[src/rtl/module_pipelined_cla_adder.sv]
// Pipelined carry look-ahead adder/subtractor: one BLOCK_WIDTH slice is resolved
// per stage, the slice carry is registered and handed to the next stage.
module module_pipelined_cla_adder #(
  parameter int CLA_WIDTH   = 32,
  parameter int BLOCK_WIDTH = 8
) (
  input  logic                 clk_i,
  input  logic                 rst_i,
  input  logic                 valid_i,
  output logic                 ready_o,
  input  logic [CLA_WIDTH-1:0] a_i,
  input  logic [CLA_WIDTH-1:0] b_i,
  input  logic                 carry_i,
  input  logic                 sub_i,
  output logic                 valid_o,
  input  logic                 ready_i,
  output logic [CLA_WIDTH-1:0] sum_o,
  output logic                 carry_o,
  output logic                 overflow_o
);

  localparam int BW_SAFE    = (BLOCK_WIDTH >= 1) ? BLOCK_WIDTH : 1;
  localparam int NUM_STAGES = CLA_WIDTH / BW_SAFE;
  localparam int NUM_GROUPS = (BW_SAFE + 3) / 4;
  localparam int LAST       = NUM_STAGES - 1;

  if (BLOCK_WIDTH < 1 || (CLA_WIDTH % BW_SAFE) != 0) begin : g_bad_cfg
    $error("BLOCK_WIDTH must be >= 1 and divide CLA_WIDTH");
  end

  // Slice adder: 4-bit groups produce generate/propagate, group carries are
  // looked ahead across the slice, bit carries are then resolved inside each group.
  function automatic logic [BW_SAFE:0] cla_slice(input logic [BW_SAFE-1:0] a,
                                                 input logic [BW_SAFE-1:0] b,
                                                 input logic               cin);
    logic [BW_SAFE-1:0]  p;
    logic [BW_SAFE-1:0]  g;
    logic [BW_SAFE:0]    c;
    logic [NUM_GROUPS:0] gc;
    logic                grp_g;
    logic                grp_p;
    p     = a ^ b;
    g     = a & b;
    gc    = '0;
    gc[0] = cin;
    for (int j = 0; j < NUM_GROUPS; j++) begin
      grp_g = 1'b0;
      grp_p = 1'b1;
      for (int i = 0; i < 4; i++) begin
        if (j * 4 + i < BW_SAFE) begin
          grp_g = g[j*4+i] | (p[j*4+i] & grp_g);
          grp_p = grp_p & p[j*4+i];
        end
      end
      gc[j+1] = grp_g | (grp_p & gc[j]);
    end
    c = '0;
    for (int k = 0; k < BW_SAFE; k++) begin
      if (k % 4 == 0) c[k] = gc[k/4];
      c[k+1] = g[k] | (p[k] & c[k]);
    end
    c[BW_SAFE] = gc[NUM_GROUPS];
    return {c[BW_SAFE], p ^ c[BW_SAFE-1:0]};
  endfunction

  function automatic logic [CLA_WIDTH-1:0] merge_slice(input logic [CLA_WIDTH-1:0] base,
                                                       input logic [BW_SAFE-1:0]   slice,
                                                       input int                   idx);
    logic [CLA_WIDTH-1:0] r;
    r = base;
    r[idx*BW_SAFE +: BW_SAFE] = slice;
    return r;
  endfunction

  logic                  adv;
  logic                  accept;
  logic [CLA_WIDTH-1:0]  b_eff;
  logic                  c_eff;

  logic [NUM_STAGES-1:0] vld_q;
  logic [NUM_STAGES-1:0] vld_d;
  logic [NUM_STAGES-1:0] vld_in;
  logic [NUM_STAGES-1:0] ld;
  logic [NUM_STAGES-1:0] cin;
  logic [NUM_STAGES-1:0] cy_d;
  logic [NUM_STAGES-1:0] cy_q;
  logic [CLA_WIDTH-1:0]  a_d     [NUM_STAGES];
  logic [CLA_WIDTH-1:0]  b_d     [NUM_STAGES];
  logic [CLA_WIDTH-1:0]  sum_in  [NUM_STAGES];
  logic [CLA_WIDTH-1:0]  sum_d   [NUM_STAGES];
  logic [CLA_WIDTH-1:0]  a_q     [NUM_STAGES];
  logic [CLA_WIDTH-1:0]  b_q     [NUM_STAGES];
  logic [CLA_WIDTH-1:0]  sum_q   [NUM_STAGES];
  logic                  ovf_d;
  logic                  ovf_q;

  // The whole pipe moves together; a full output that is not taken freezes it.
  assign adv     = !vld_q[LAST] || ready_i;
  assign ready_o = adv && !rst_i;
  assign accept  = valid_i && ready_o;
  assign b_eff   = sub_i ? ~b_i : b_i;
  assign c_eff   = carry_i ^ sub_i;

  for (genvar k = 0; k < NUM_STAGES; k++) begin : g_stage
    logic [BW_SAFE:0] res;

    if (k == 0) begin : g_head
      assign a_d[k]    = a_i;
      assign b_d[k]    = b_eff;
      assign cin[k]    = c_eff;
      assign sum_in[k] = '0;
      assign vld_in[k] = accept;
    end else begin : g_tail
      assign a_d[k]    = a_q[k-1];
      assign b_d[k]    = b_q[k-1];
      assign cin[k]    = cy_q[k-1];
      assign sum_in[k] = sum_q[k-1];
      assign vld_in[k] = vld_q[k-1];
    end

    assign res      = cla_slice(a_d[k][k*BW_SAFE +: BW_SAFE], b_d[k][k*BW_SAFE +: BW_SAFE], cin[k]);
    assign cy_d[k]  = res[BW_SAFE];
    assign sum_d[k] = merge_slice(sum_in[k], res[BW_SAFE-1:0], k);
    assign vld_d[k] = adv ? vld_in[k] : vld_q[k];
    // Data registers only load real operations, so bubbles never disturb held values.
    assign ld[k]    = adv && vld_in[k];
  end

  assign ovf_d = (a_d[LAST][CLA_WIDTH-1] == b_d[LAST][CLA_WIDTH-1]) &&
                 (sum_d[LAST][CLA_WIDTH-1] != a_d[LAST][CLA_WIDTH-1]);

  // ---- stage registers; the last stage doubles as the output register ----
  always_ff @(posedge clk_i) begin
    if (rst_i) begin
      vld_q       <= '0;
      sum_q[LAST] <= '0;
      cy_q[LAST]  <= 1'b0;
      ovf_q       <= 1'b0;
    end else begin
      vld_q <= vld_d;
      for (int k = 0; k < NUM_STAGES; k++) begin
        if (ld[k]) begin
          a_q[k]   <= a_d[k];
          b_q[k]   <= b_d[k];
          sum_q[k] <= sum_d[k];
          cy_q[k]  <= cy_d[k];
        end
      end
      if (ld[LAST]) ovf_q <= ovf_d;
    end
  end

  assign valid_o    = vld_q[LAST];
  assign sum_o      = sum_q[LAST];
  assign carry_o    = cy_q[LAST];
  assign overflow_o = ovf_q;

endmodule

[config.mk]
export PLATFORM = sky130hd
export DESIGN_NAME = module_pipelined_cla_adder
export DESIGN_NICKNAME = d
export VERILOG_FILES = /design/src/rtl/module_pipelined_cla_adder.sv
export SDC_FILE = /design/constraint.sdc
export NUM_CORES = 1
export LEC_CHECK = 0
export ABC_AREA = 1
export CAP_MARGIN = 10
export CORE_ASPECT_RATIO = 1.25
export CORE_MARGIN = 2
export CORE_UTILIZATION = 25
export CTS_CLUSTER_DIAMETER = 40
export CTS_CLUSTER_SIZE = 8
export DETAILED_ROUTE_END_ITERATION = 12
export HOLD_SLACK_MARGIN = 0.12
export PLACE_DENSITY_LB_ADDON = 0.2
export SYNTH_ARGS = -nofsm -noshare
export SYNTH_HDL_FRONTEND = slang
export SYNTH_SLANG_ARGS = --single-unit
[constraint.sdc]
create_clock -name clk_i -period 4.7 [get_ports clk_i]
set_input_delay 0.94 -clock clk_i [delete_from_list [all_inputs] [get_ports clk_i]]
set_output_delay 0.94 -clock clk_i [all_outputs]
set_load 0.01 [all_outputs]
After elaboration in Yosys (flattened, before gate mapping). Memory sizes are Yosys's and may differ from the RTL's. Index checks and enable logic that the tools add are counted.

Flip-flop bits (word level): 9. RAM bits: 384. Input bits: 70. Output and inout port bits: 36. Word-level logic and storage cells: 192. Memories kept: 3.

Equality and inequality tests: 2. Muxes and demuxes: 16. Bitwise operators: 152. Reduce and logical (&&, ||, !) cells: 13.

Memories: a_q (words 4, bits a word 32, read ports 3, clocked after Yosys merged registers in 0, wr ports 4, line 91) `logic [CLA_WIDTH-1:0] a_q [NUM_STAGES];`; b_q (words 4, bits a word 32, read ports 3, clocked after Yosys merged registers in 0, wr ports 4, line 92) `logic [CLA_WIDTH-1:0] b_q [NUM_STAGES];`; sum_q (words 4, bits a word 32, read ports 4, clocked after Yosys merged registers in 0, wr ports 4, line 93) `logic [CLA_WIDTH-1:0] sum_q [NUM_STAGES];`.

Operators by type and width (number): $and A1 B1 Y1 (80); $mux W32 (2); $xor A8 B8 Y8 (8); $or A1 B1 Y1 (57); $and A8 B8 Y8 (4); $not A32 Y32 (1); $mux W1 (14); $logic_and A1 B1 Y1 (7); $reduce_and A2 Y1 (3); $logic_not A1 Y1 (2); $eq A1 B1 Y1 (1); $logic_or A1 B1 Y1 (1); $ne A1 B1 Y1 (1); $not A1 Y1 (1); $xor A1 B1 Y1 (1).

Longest topological paths before layout. An unclocked memory read counts as a cell.

Word-level depth: 18. Mapped depth: 14. Depth with buffers taken out: 12.

Least setup slack after synthesis. OpenSTA, ideal clock, no wires.

Path kind: input port to flip-flop. Start point: input port ready_i. End point: memory a_q[0][10], enable pin. Setup time: 0.472 ns. Arrival time: 3.694 ns. Data required time: 4.228 ns. Setup slack: 0.534 ns. Stages: 4. Path buffers: 0. Cells stage by stage: nor2_1 > nor2_2 > inv_1 > nor2_1.

RTL lines: start: declaration (line 16) `input logic ready_i,`; end: declaration (line 91).

==> impl_metrics.toml <==
[timing]
timing.fmax_mhz = 268.8
grt_setup_unrepaired = "no"
relSlewSlack_pct = 42.26
post-route-min-period_ns = 3.721
layout_worst_path_cycle_share_pct = 79.17
timing.final.hold_violations = 0
tns_ns = 0
finalSetupViolCount = 0
fin_hold_ws_ns = 0.4173
worstMarginPinSlew_ns = 0.8631
fin_skew_ns = 0.009586
drv_slew = 0

[power_and_ir_drop]
p_switching_mw = 0.7852
p_leak_nw = 3.689
seqPwrFrac_pct = 52.4
fin_total_pwr_mw = 3.665
ir_drop_uv = 157.4
intPower_mw = 2.879
p_per_area_mw_per_mm2 = 375.8
p_clk_share_pct = 39.6
combPwrFrac_pct = 7.9
swShare_pct = 21.43

[worst_setup_path]
r2r_start = "a_q[2][27]"
worst-setup-path-type = "in -> reg"
worst-path-max-fanout = 3
arrival_ns = 3.91
r2r_slack_ns = 1.84
cp-startpoint = "b_i[2]"
critPathCapture = "sum_q[0][6]"
r2r_cells = 10
required_ns = 4.89
cp-end-kind = "flip-flop"
worstReg2RegEnd = "sum_q[3][31]"
critPathLaunchType = "primary input"

[cts]
cts_tree = "built"
cts_inserted_buffers = 17
cts.repair.resized = 0
htree_levels = 4
clkSinkCount = 185
clk_pin_slew_ns = 0.07
cts.path.max_buffers = 2
root_buffer = "clkbuf_16"
post-cts-setup-buffers = 0
cts_hold_buf = 0
worstSkewPairLatency_ns = 0.43

[drt]
wirelength_um = 13400
antenna_left = 0
vias = 3794
drt_iter0_markers = 142
via_per_inst = 3.716
wl_per_cell_um = 13.12
drc = 0
first_pass_iters = 4

[global_routing]
grt_pass1_wl_um = 21510
grt.busiest_layer = "met2"
overflow = 0
grt_use_met1_pct = 9.674
grt_max_degree = 58
grt_pass1_vias = 4271
antenna_found_initial = 0
use_met2_pct = 16.40
grtUsageTotal_pct = 9.020
use_met3_pct = 2.440

[yosys]
avgSynthCellArea_sq_um = 15.63
post-synth-top-count-cell = "edfxtp_1"
synth_compound_area_share_pct = 1.598
muxShareOfSynthArea_pct = 0
syn_nets = 612
synthArstFlopShare_pct = 0
synth_top_area_cell = "edfxtp_1"
syn_inst = 486
yosys_warnings = 0
yosysTopAreaCellShare_pct = 70.77
synth_edf_count = 179
synthSimpleGateAreaFrac_pct = 5.074
synth_xor_area_share_pct = 4.827
synth_top_family_by_area = "adder cells"
synthDistinctLibCells = 23
synth_commonest_cells = "edfxtp_1 (179), inv_1 (80), nor2_1 (43), nand2_1 (37), ha_1 (32)"
syn_area_sq_mm = 0.007595
synth-seq-cells = 185
synth_seq_area_share_pct = 72.36
synth.area.top_cells = "edfxtp_1 (71%), fa_1 (6.3%), ha_1 (5.3%)"
yosys.area_share.adder_pct = 11.60
synth_flop_cell = "edfxtp_1"

[die]
coreArea_sq_mm = 0.03003
ios = 106
die_y_um = 198.9
die_area_sq_mm = 0.03180
start_util_pct = 25.29
row_count = 71
die_w_um = 159.9

[cells_and_area]
postLayoutCellArea_sq_mm = 0.009752
fin_nets = 733
area_growth_pct = 28.40
diodes = 0
nFillCells = 3022
layout-drive-gt1-share_pct = 6.935

[run]
max_cap_violations = 0

[status]
status = "finished, final reports clean"

[hold_path]
worstHoldPathType = "reg -> reg"

[placed_design]
dpl_cell_area_sq_mm = 0.009153
gp_congestion = 0.7825
numPortBuffers = 105
hpwl_um = 9299
==> layer usage <==
layer  vias up  wire, um
met5         -         0
met1      1815      5442
li1       1883         -
met2        82      7183
met3        14       526
met4         0       244
==> worst min-delay path by stage <==
stage                     start           to  slack (ns)  cells after the start
floorplan            a_q[0][16]   a_q[1][16]        0.40                      0
finish               a_q[1][27]   a_q[2][27]        0.42                      0
detailed placement   b_q[0][21]   b_q[1][21]        0.40                      0
CTS                  b_q[0][27]   b_q[1][27]        0.42                      0
global route        sum_q[1][0]  sum_q[2][0]        0.42                      0
global placement     a_q[1][27]   a_q[2][27]        0.40                      0
==> kinds of logic after synthesis <==
logic type / after synthesis
buffers and inverters: 87
adder cells (fa/ha/maj): 56
flip-flops: 185
AND/OR/NAND/NOR: 95
XOR/XNOR: 41
AO/OA/AOI/OAI: 22
==> power by group through the flow <==
stage          Combinational [mW]  Sequential [mW]  Clock, mW
2_1_floorplan               0.144             1.96          0
3_3_place_gp                0.287             1.96          0
3_5_place_dp                0.299             1.96          0
4_1_cts                     0.301             1.92       1.51
5_1_grt                     0.331             1.93       1.57
6_report                    0.291             1.92       1.45
==> layout by cell type (no fill, tap or decap) <==
| cell type | n |
|---|---|
| edfxtp_1 | 179 |
| clkdlybuf4s50_1 | 104 |
| inv_1 | 80 |
| nor2_1 | 40 |
| nand2_1 | 36 |
| ha_1 | 32 |
| xor2_1 | 30 |
| fa_1 | 24 |
| clkbuf_16 | 17 |
| a21oi_1 | 11 |
| xnor2_1 | 10 |
| nand3_1 | 9 |
| dfxtp_1 | 6 |
| o21ai_0 | 5 |
| clkinv_2 | 4 |
| buf_4 | 4 |
| nor2_4 | 3 |
| o22ai_1 | 3 |
| clkinvlp_4 | 3 |
| bufinv_16 | 3 |
| o21bai_1 | 2 |
| nand3b_1 | 2 |
| nand2_2 | 2 |
| inv_6 | 2 |
| xnor2_2 | 1 |
| o21a_1 | 1 |
| nand4_1 | 1 |
| nor2_2 | 1 |
| and3_1 | 1 |
| inv_8 | 1 |
| clkinv_1 | 1 |
| clkinv_4 | 1 |
| buf_2 | 1 |
==> final cells by class <==
cell class	count	area, sq um	area share (%)
clock buffers	17	425.4	4.362
multi-input cells	214	1779	18.24
inverters	80	300.3	3.079
clock inverters	15	173.9	1.783
well taps	401	501.7	5.145
flip-flops and latches	185	5495	56.35
repair buffers	109	1076	11.03
==> registers in the layout, indices dropped and copies added (netlist names) <==
| signal | cells |
|---|---|
| a_q | 48 |
| vld_q | 4 |
| overflow_o | 1 |
| b_q | 48 |
| sum_q | 80 |
| cy_q | 4 |
==> worst max-delay path, stage by stage <==
cell and delay, ns:
clkdlybuf4s50_1 0.42, xnor2_1 0.23, inv_1 0.11, ha_1 0.34, nand3_1 0.10, nand2_1 0.09
a21oi_1 0.09, nand2_1 0.11, inv_1 0.07, fa_1 0.42, fa_1 0.43, fa_1 0.51
inv_1 0.04
==> per-stage QoR <==
stage / util (%) / std cells / worst slack (ns)
after floorplan: - / 486 / 0.5335
after global placement: 30.48 / 989 / 0.7539
after detailed placement: 30.48 / 989 / 0.5560
after CTS: 32.48 / 1021 / 1.025
after global routing: 32.48 / 1021 / 0.8539
final: 32.48 / 1021 / 0.9792
(Power assumes the default switching activity.)
